## src/rtl/alu_pkg.sv

```systemverilog
// Shared definitions for the alu_pipe slice: ctrl bit positions and FSM states.
package alu_pkg;

  // Bit positions inside the 6-bit ctrl word {zx,nx,zy,ny,f,no}
  localparam int ZX = 5;
  localparam int NX = 4;
  localparam int ZY = 3;
  localparam int NY = 2;
  localparam int F  = 1;
  localparam int NO = 0;

  // Sequencer states; SHIFT is only reachable when ALU_SHIFT_EN is defined
  typedef enum logic {
    IDLE  = 1'b0,
    SHIFT = 1'b1
  } state_t;

endpackage

```

## src/rtl/alu_core.sv

```systemverilog
// Combinational ALU datapath: operand zero/invert, AND or ADD, output invert.
// Carry and signed overflow are taken from the adder before the output invert.
module alu_core
  import alu_pkg::*;
#(
  parameter int WIDTH = 16
) (
  input  logic [WIDTH-1:0] x,
  input  logic [WIDTH-1:0] y,
  input  logic [5:0]       ctrl,
  output logic [WIDTH-1:0] result,
  output logic             cy,
  output logic             ov
);

  logic [WIDTH-1:0] a;
  logic [WIDTH-1:0] b;
  logic [WIDTH-1:0] pre;
  logic [WIDTH:0]   sum;

  // Operand conditioning, function select and result inversion
  always_comb begin
    a = ctrl[ZX] ? '0 : x;
    if (ctrl[NX]) a = ~a;
    b = ctrl[ZY] ? '0 : y;
    if (ctrl[NY]) b = ~b;
    sum = {1'b0, a} + {1'b0, b};
    if (ctrl[F]) begin
      pre = sum[WIDTH-1:0];
      cy  = sum[WIDTH];
      ov  = (a[WIDTH-1] == b[WIDTH-1]) && (sum[WIDTH-1] != a[WIDTH-1]);
    end else begin
      pre = a & b;
      cy  = 1'b0;
      ov  = 1'b0;
    end
    result = ctrl[NO] ? ~pre : pre;
  end

endmodule

```

## src/rtl/alu_pipe.sv

```systemverilog
// Single-slot registered ALU with valid/ready handshake on both sides.
// Optional feature macro ALU_SHIFT_EN adds a bit-serial shifter (one bit per
// cycle, SHIFT state); without it sh_en/sh_dir/sh_amt are ignored.
module alu_pipe
  import alu_pkg::*;
#(
  parameter int WIDTH = 16,
  parameter int SHW   = $clog2(WIDTH)
) (
  input  logic             clk,
  input  logic             rst,
  input  logic             in_valid,
  output logic             in_ready,
  input  logic [WIDTH-1:0] x,
  input  logic [WIDTH-1:0] y,
  input  logic [5:0]       ctrl,
  input  logic             sh_en,
  input  logic             sh_dir,
  input  logic [SHW-1:0]   sh_amt,
  output logic             out_valid,
  input  logic             out_ready,
  output logic [WIDTH-1:0] out,
  output logic             zr,
  output logic             ng,
  output logic             cy,
  output logic             ov
);

  logic [WIDTH-1:0] alu_res;
  logic             alu_cy;
  logic             alu_ov;

  logic             accept;
  logic             deliver;

  // Value and carry/overflow to load into the result register this edge
  logic             wr_en;
  logic [WIDTH-1:0] wr_val;
  logic             wr_cy;
  logic             wr_ov;

  alu_core #(.WIDTH(WIDTH)) u_core (
    .x      (x),
    .y      (y),
    .ctrl   (ctrl),
    .result (alu_res),
    .cy     (alu_cy),
    .ov     (alu_ov)
  );

  assign accept  = in_valid && in_ready;
  assign deliver = out_valid && out_ready;

`ifdef ALU_SHIFT_EN

  state_t           state;
  logic [SHW-1:0]   cnt;
  logic [WIDTH-1:0] shreg;
  logic             shdir;
  logic [WIDTH-1:0] sh_next;
  logic             sh_bit;

  assign in_ready = (state == IDLE) && (!out_valid || out_ready);

  // One-bit shift step and the bit that falls off the end
  always_comb begin
    sh_next = shdir ? {1'b0, shreg[WIDTH-1:1]} : {shreg[WIDTH-2:0], 1'b0};
    sh_bit  = shdir ? shreg[0] : shreg[WIDTH-1];
  end

  // Result source: final shift step, zero-length shift, or ALU op at accept
  always_comb begin
    wr_en  = 1'b0;
    wr_val = alu_res;
    wr_cy  = alu_cy;
    wr_ov  = alu_ov;
    if (state == SHIFT) begin
      wr_en  = (cnt == SHW'(1));
      wr_val = sh_next;
      wr_cy  = sh_bit;
      wr_ov  = 1'b0;
    end else if (sh_en) begin
      wr_en  = accept && (sh_amt == '0);
      wr_val = x;
      wr_cy  = 1'b0;
      wr_ov  = 1'b0;
    end else begin
      wr_en  = accept;
    end
  end

  // Shift sequencer: load on accept, step until the count runs out
  always_ff @(posedge clk or posedge rst) begin
    if (rst) begin
      state <= IDLE;
      cnt   <= '0;
      shreg <= '0;
      shdir <= 1'b0;
    end else begin
      case (state)
        IDLE: begin
          if (accept && sh_en && (sh_amt != '0)) begin
            shreg <= x;
            shdir <= sh_dir;
            cnt   <= sh_amt;
            state <= SHIFT;
          end
        end
        SHIFT: begin
          shreg <= sh_next;
          cnt   <= cnt - SHW'(1);
          if (cnt == SHW'(1)) state <= IDLE;
        end
        default: state <= IDLE;
      endcase
    end
  end

`else

  logic unused_sh;
  assign unused_sh = ^{sh_en, sh_dir, sh_amt};

  assign in_ready = !out_valid || out_ready;

  // Every accepted command is an ALU op
  always_comb begin
    wr_en  = accept;
    wr_val = alu_res;
    wr_cy  = alu_cy;
    wr_ov  = alu_ov;
  end

`endif

  // Result slot: writes only happen when the slot is empty or draining, so
  // a stalled result is never disturbed
  always_ff @(posedge clk or posedge rst) begin
    if (rst) begin
      out_valid <= 1'b0;
      out       <= '0;
      zr        <= 1'b0;
      ng        <= 1'b0;
      cy        <= 1'b0;
      ov        <= 1'b0;
    end else begin
      if (wr_en) begin
        out_valid <= 1'b1;
        out       <= wr_val;
        zr        <= (wr_val == '0);
        ng        <= wr_val[WIDTH-1];
        cy        <= wr_cy;
        ov        <= wr_ov;
      end else if (deliver) begin
        out_valid <= 1'b0;
      end
    end
  end

endmodule

```

## config.mk

```make
export PLATFORM = sky130hd
export DESIGN_NAME = alu_pipe
export DESIGN_NICKNAME = d
export VERILOG_FILES = /design/src/rtl/alu_pkg.sv /design/src/rtl/alu_core.sv /design/src/rtl/alu_pipe.sv
export SDC_FILE = /design/constraint.sdc
export NUM_CORES = 1
export LEC_CHECK = 0
export ABC_AREA = 1
export ABC_CLOCK_PERIOD_IN_PS = 1650
export CAP_MARGIN = 20
export CORE_AREA = 2 2 77 79
export CTS_BUF_LIST = sky130_fd_sc_hd__clkbuf_8
export DETAILED_ROUTE_END_ITERATION = 8
export DIE_AREA = 0 0 79 81
export PLACE_DENSITY = 0.83
export SYNTH_ARGS = -nofsm -noshare
export SYNTH_HDL_FRONTEND = slang
export SYNTH_HIERARCHICAL = 1
export SYNTH_SLANG_ARGS = --single-unit
```

## constraint.sdc

```tcl
create_clock -name clk -period 1.65 [get_ports clk]
set_input_delay 0.165 -clock clk [delete_from_list [all_inputs] [get_ports clk]]
set_output_delay 0.165 -clock clk [all_outputs]
set_load 0.03 [all_outputs]
```

==> flow_metrics.py <==
metrics = {
    "cells_and_area": {
        "final_cell_area_um2": 5080,
        "multi_input_area_um2": 2790,
        "final_common_cell": "nand2_1",
        "num_antenna_cells": 0,
        "synthToLayoutAreaGrowth_pct": 78.4,
        "layout.cells.non_filler": 690,
        "nets": 681,
        "register_area_um2": 500,
        "drive_above_1_share_pct": 45.0,
        "fill_cells": 251,
        "layout_common_cells": "119 x nand2_1, 67 x nand2_2, 61 x buf_4",
    },
    "setup_path": {
        "cp_cell_sequence": "buf_6 > clkinvlp_4 > buf_6 > nand2_4 > xor2_1 > inv_1 > ha_4 > nand2_4 > inv_4 > nand2_2 > nand2_4 > a21oi_4 > nand2_1 > nand2_1 > nand3_2 > nand3_2 > nand2_2 > nor2_1 > nand2_1 > nor2_1 > nand3_1 > nand2_1",
        "slowest_stage": "ha_4",
        "worstSetupEndpointType": "flop",
        "critPathRequiredTime_ns": 1.85,
        "cpLargestDelayFamily": "simple AND/OR/NAND/NOR gates",
        "cp_max_fo": 6,
        "cp.arrival_ns": 2.78,
        "cpMostUsedCell": "nand2_1",
        "crit_type": "primary input to flop",
        "cpPeakStageDelay_ns": 0.29,
        "critical_path_buf_inv_count": 5,
        "start_kind": "primary input",
    },
    "power_and_ir_drop": {
        "sw_frac_of_total_pct": 48.5,
        "internal_power_mw": 2.23,
        "pwr-share-comb_pct": 76.7,
        "worst_ir_drop_vdd_v": 0.000603,
        "power_frac_clock_pct": 8.3,
        "power_switching_mw": 2.10,
        "leakage_nw": 2.63,
        "power_density_nw_per_um2": 850,
        "seq_power_share_pct": 14.9,
    },
    "placement": {
        "port_buffers": 63,
        "dp.cells": 669,
        "dp_slack_ns": -1.26,
        "place_area_um2": 4230,
        "gp_congestion": 0.929,
        "dp_hpwl_mm": 6.25,
    },
    "clock_network": {
        "cts_tree": "yes",
        "cts_hold_buffers": 0,
        "insertion_delay_ns": 0.26,
        "cts_root_buf": "clkbuf_8",
        "cts_num_sinks": 20,
        "numCtsBuffers": 3,
        "clk_path_buf_depth": 2,
        "clk_pin_slew_ns": 0.07,
        "cts.htree.levels": 1,
    },
    "route": {
        "ant_nets": 0,
        "routedWlPerCell_um": 18.3,
        "drc": 0,
        "first_pass_iters": 8,
        "drtIter0Drc": 516,
        "vias_per_cell": 5.80,
        "vias": 3999,
        "routed_wl_mm": 12.6,
    },
    "synth": {
        "synth_top_area_share_pct": 25.3,
        "ys_types": 28,
        "ys_seq_area_share_pct": 17.6,
        "syn_nets": 549,
        "synthCells": 484,
        "synth_area_um2": 2850,
        "ys_warn_count": 6,
        "synth.area.top_cells": "nand2_1 25%, dfrtp_1 18%, xor2_1 13%",
        "syn_avg_cell_area_um2": 5.89,
        "yosys.area.top_type": "nand2_1",
        "ys_seq_elements": 20,
    },
    "sta": {
        "timing.final.ws_setup_ns": -0.934,
        "setup_viol": 18,
        "holdWs_ns": 0.323,
        "finalCritPeriodShare_pct": 157,
        "min_period_ns": 2.58,
        "max_slew_margin_pct": 54.5,
        "slew_violations": 0,
        "tns_ns": -10.69,
        "rsz0062_at_grt": "true",
        "timing.final.hold_violations": 0,
        "fmax_mhz": 387,
        "tightest_slew_ns": 0.681,
        "skew_ns": 0.000588,
    },
    "worst_hold_path": {
        "hp-class": "primary input to asynchronous set/reset pin",
    },
    "floorplanning": {
        "core_area_um2": 5680,
        "die_w_um": 79,
        "die_h_um": 81,
        "start_util_pct": 50.2,
        "die_area_um2": 6400,
        "io_pins": 70,
        "placementRows": 28,
    },
    "global_routing": {
        "grt_pass1_vias": 3571,
        "grt_util_all_layers_pct": 31.1,
        "antenna_found_initial": 0,
        "grt-ovfl-total": 0,
        "grt_pass1_wl_mm": 15.8,
        "grt_max_degree": 22,
    },
    "outcome": {
        "violations": "setup timing",
        "status": "finished with violations",
    },
    "flow_run": {
        "max_cap_viol_count": 0,
    },
}
power groups by stage:
stage | Combinational [mW] | Sequential, mW | Clock (mW)
6_report | 3.32 | 0.646 | 0.360
5_1_grt | 3.47 | 0.658 | 0.385
4_1_cts | 2.80 | 0.646 | 0.358
3_5_place_dp | 2.37 | 0.655 | 0
3_3_place_gp | 2.30 | 0.650 | 0
2_1_floorplan | 1.28 | 0.860 | 0
per-layer routing:
metal	global-route usage [%]	routed length (um)
met5	0	0
met4	19.0	994
met3	4.56	1300
met2	58.8	6030
met1	32.4	4320
worst reg2reg max path, stage by stage, from the launching register on:
cell and delay [ns]:
dfrtp_1 0.40, nand2_4 0.10, nand2_4 0.15, inv_8 0.18
nand3_1 0.11, nand2_1 0.07
sequential cells by signal, indices dropped and copies added, names as in the netlist:
name and count:
ov 1, cy 1, out_valid 1, out 16, zr 1
Yosys cell counts:
cell type and instances:
a21oi_1 12, and2_1 2, buf_1 1, buf_12 1, buf_2 6, buf_4 1
clkbuf_1 6, clkbuf_8 2, dfrtp_1 20, fa_1 1, ha_1 16, inv_1 71
inv_2 1, inv_8 1, nand2_1 192, nand2_2 23, nand2_4 2, nand3_1 42
nand3b_1 2, nor2_1 25, nor2_2 1, nor3_1 1, o211ai_1 3, o21ai_0 6
o22ai_1 1, or2_2 3, xnor2_1 1, xor2_1 41
area by class of cell:
cell class                      instances  area share (%)
Timing Repair Buffer                  144            26.5
Clock buffer                            4            1.08
Tap cell                               75            1.85
Multi-Input combinational cell        374            54.9
Inverter                               73            5.88
Sequential cell                        20            9.85
cell families after synthesis:
group / count (synthesis) / share of synthesized area, %
and+or+nand+nor: 293 / 43.8
xor gates and xnor gates: 42 / 12.9
adders and majority gates: 17 / 7.73
AOI/OAI and AO/OA: 22 / 4.17
DFF: 20 / 17.6
buffers and inverters: 90 / 13.8
what timing repair did:
item	CTS	global route
setup endpoints to repair	19	18
pin swaps	135	66
resized for setup	154	76
setup buffers	17	6
gates cloned	2	0
per-stage QoR:
| step | total power [mW] | util (%) |
|---|---|---|
| after detailed placement | 3.03 | 74.5 |
| final | 4.32 | 89.6 |
| after floorplan | 2.14 | - |
| after global routing | 4.51 | 89.6 |
| after global placement | 2.95 | 74.5 |
| after CTS | 3.80 | 84.2 |
path summary, 6_finish.rpt:
path / startpoint / end / slack [ns] / depth (start not counted)
worst max register to register: out_valid$_DFFE_PP0P_ / zr$_DFFE_PP0P_ / 0.58 / 5
worst min register to register: cy$_DFFE_PP0P_ / cy$_DFFE_PP0P_ / 0.48 / 2
max in group asynchronous: rst / out[13]$_DFFE_PP0P_ / 0.90 / 2
min in group clk: cy$_DFFE_PP0P_ / cy$_DFFE_PP0P_ / 0.48 / 2
worst min-delay path: rst / cy$_DFFE_PP0P_ / 0.32 / 2
worst max-delay path: ctrl[5] / zr$_DFFE_PP0P_ / -0.93 / 22
(Power assumes the default switching activity.)
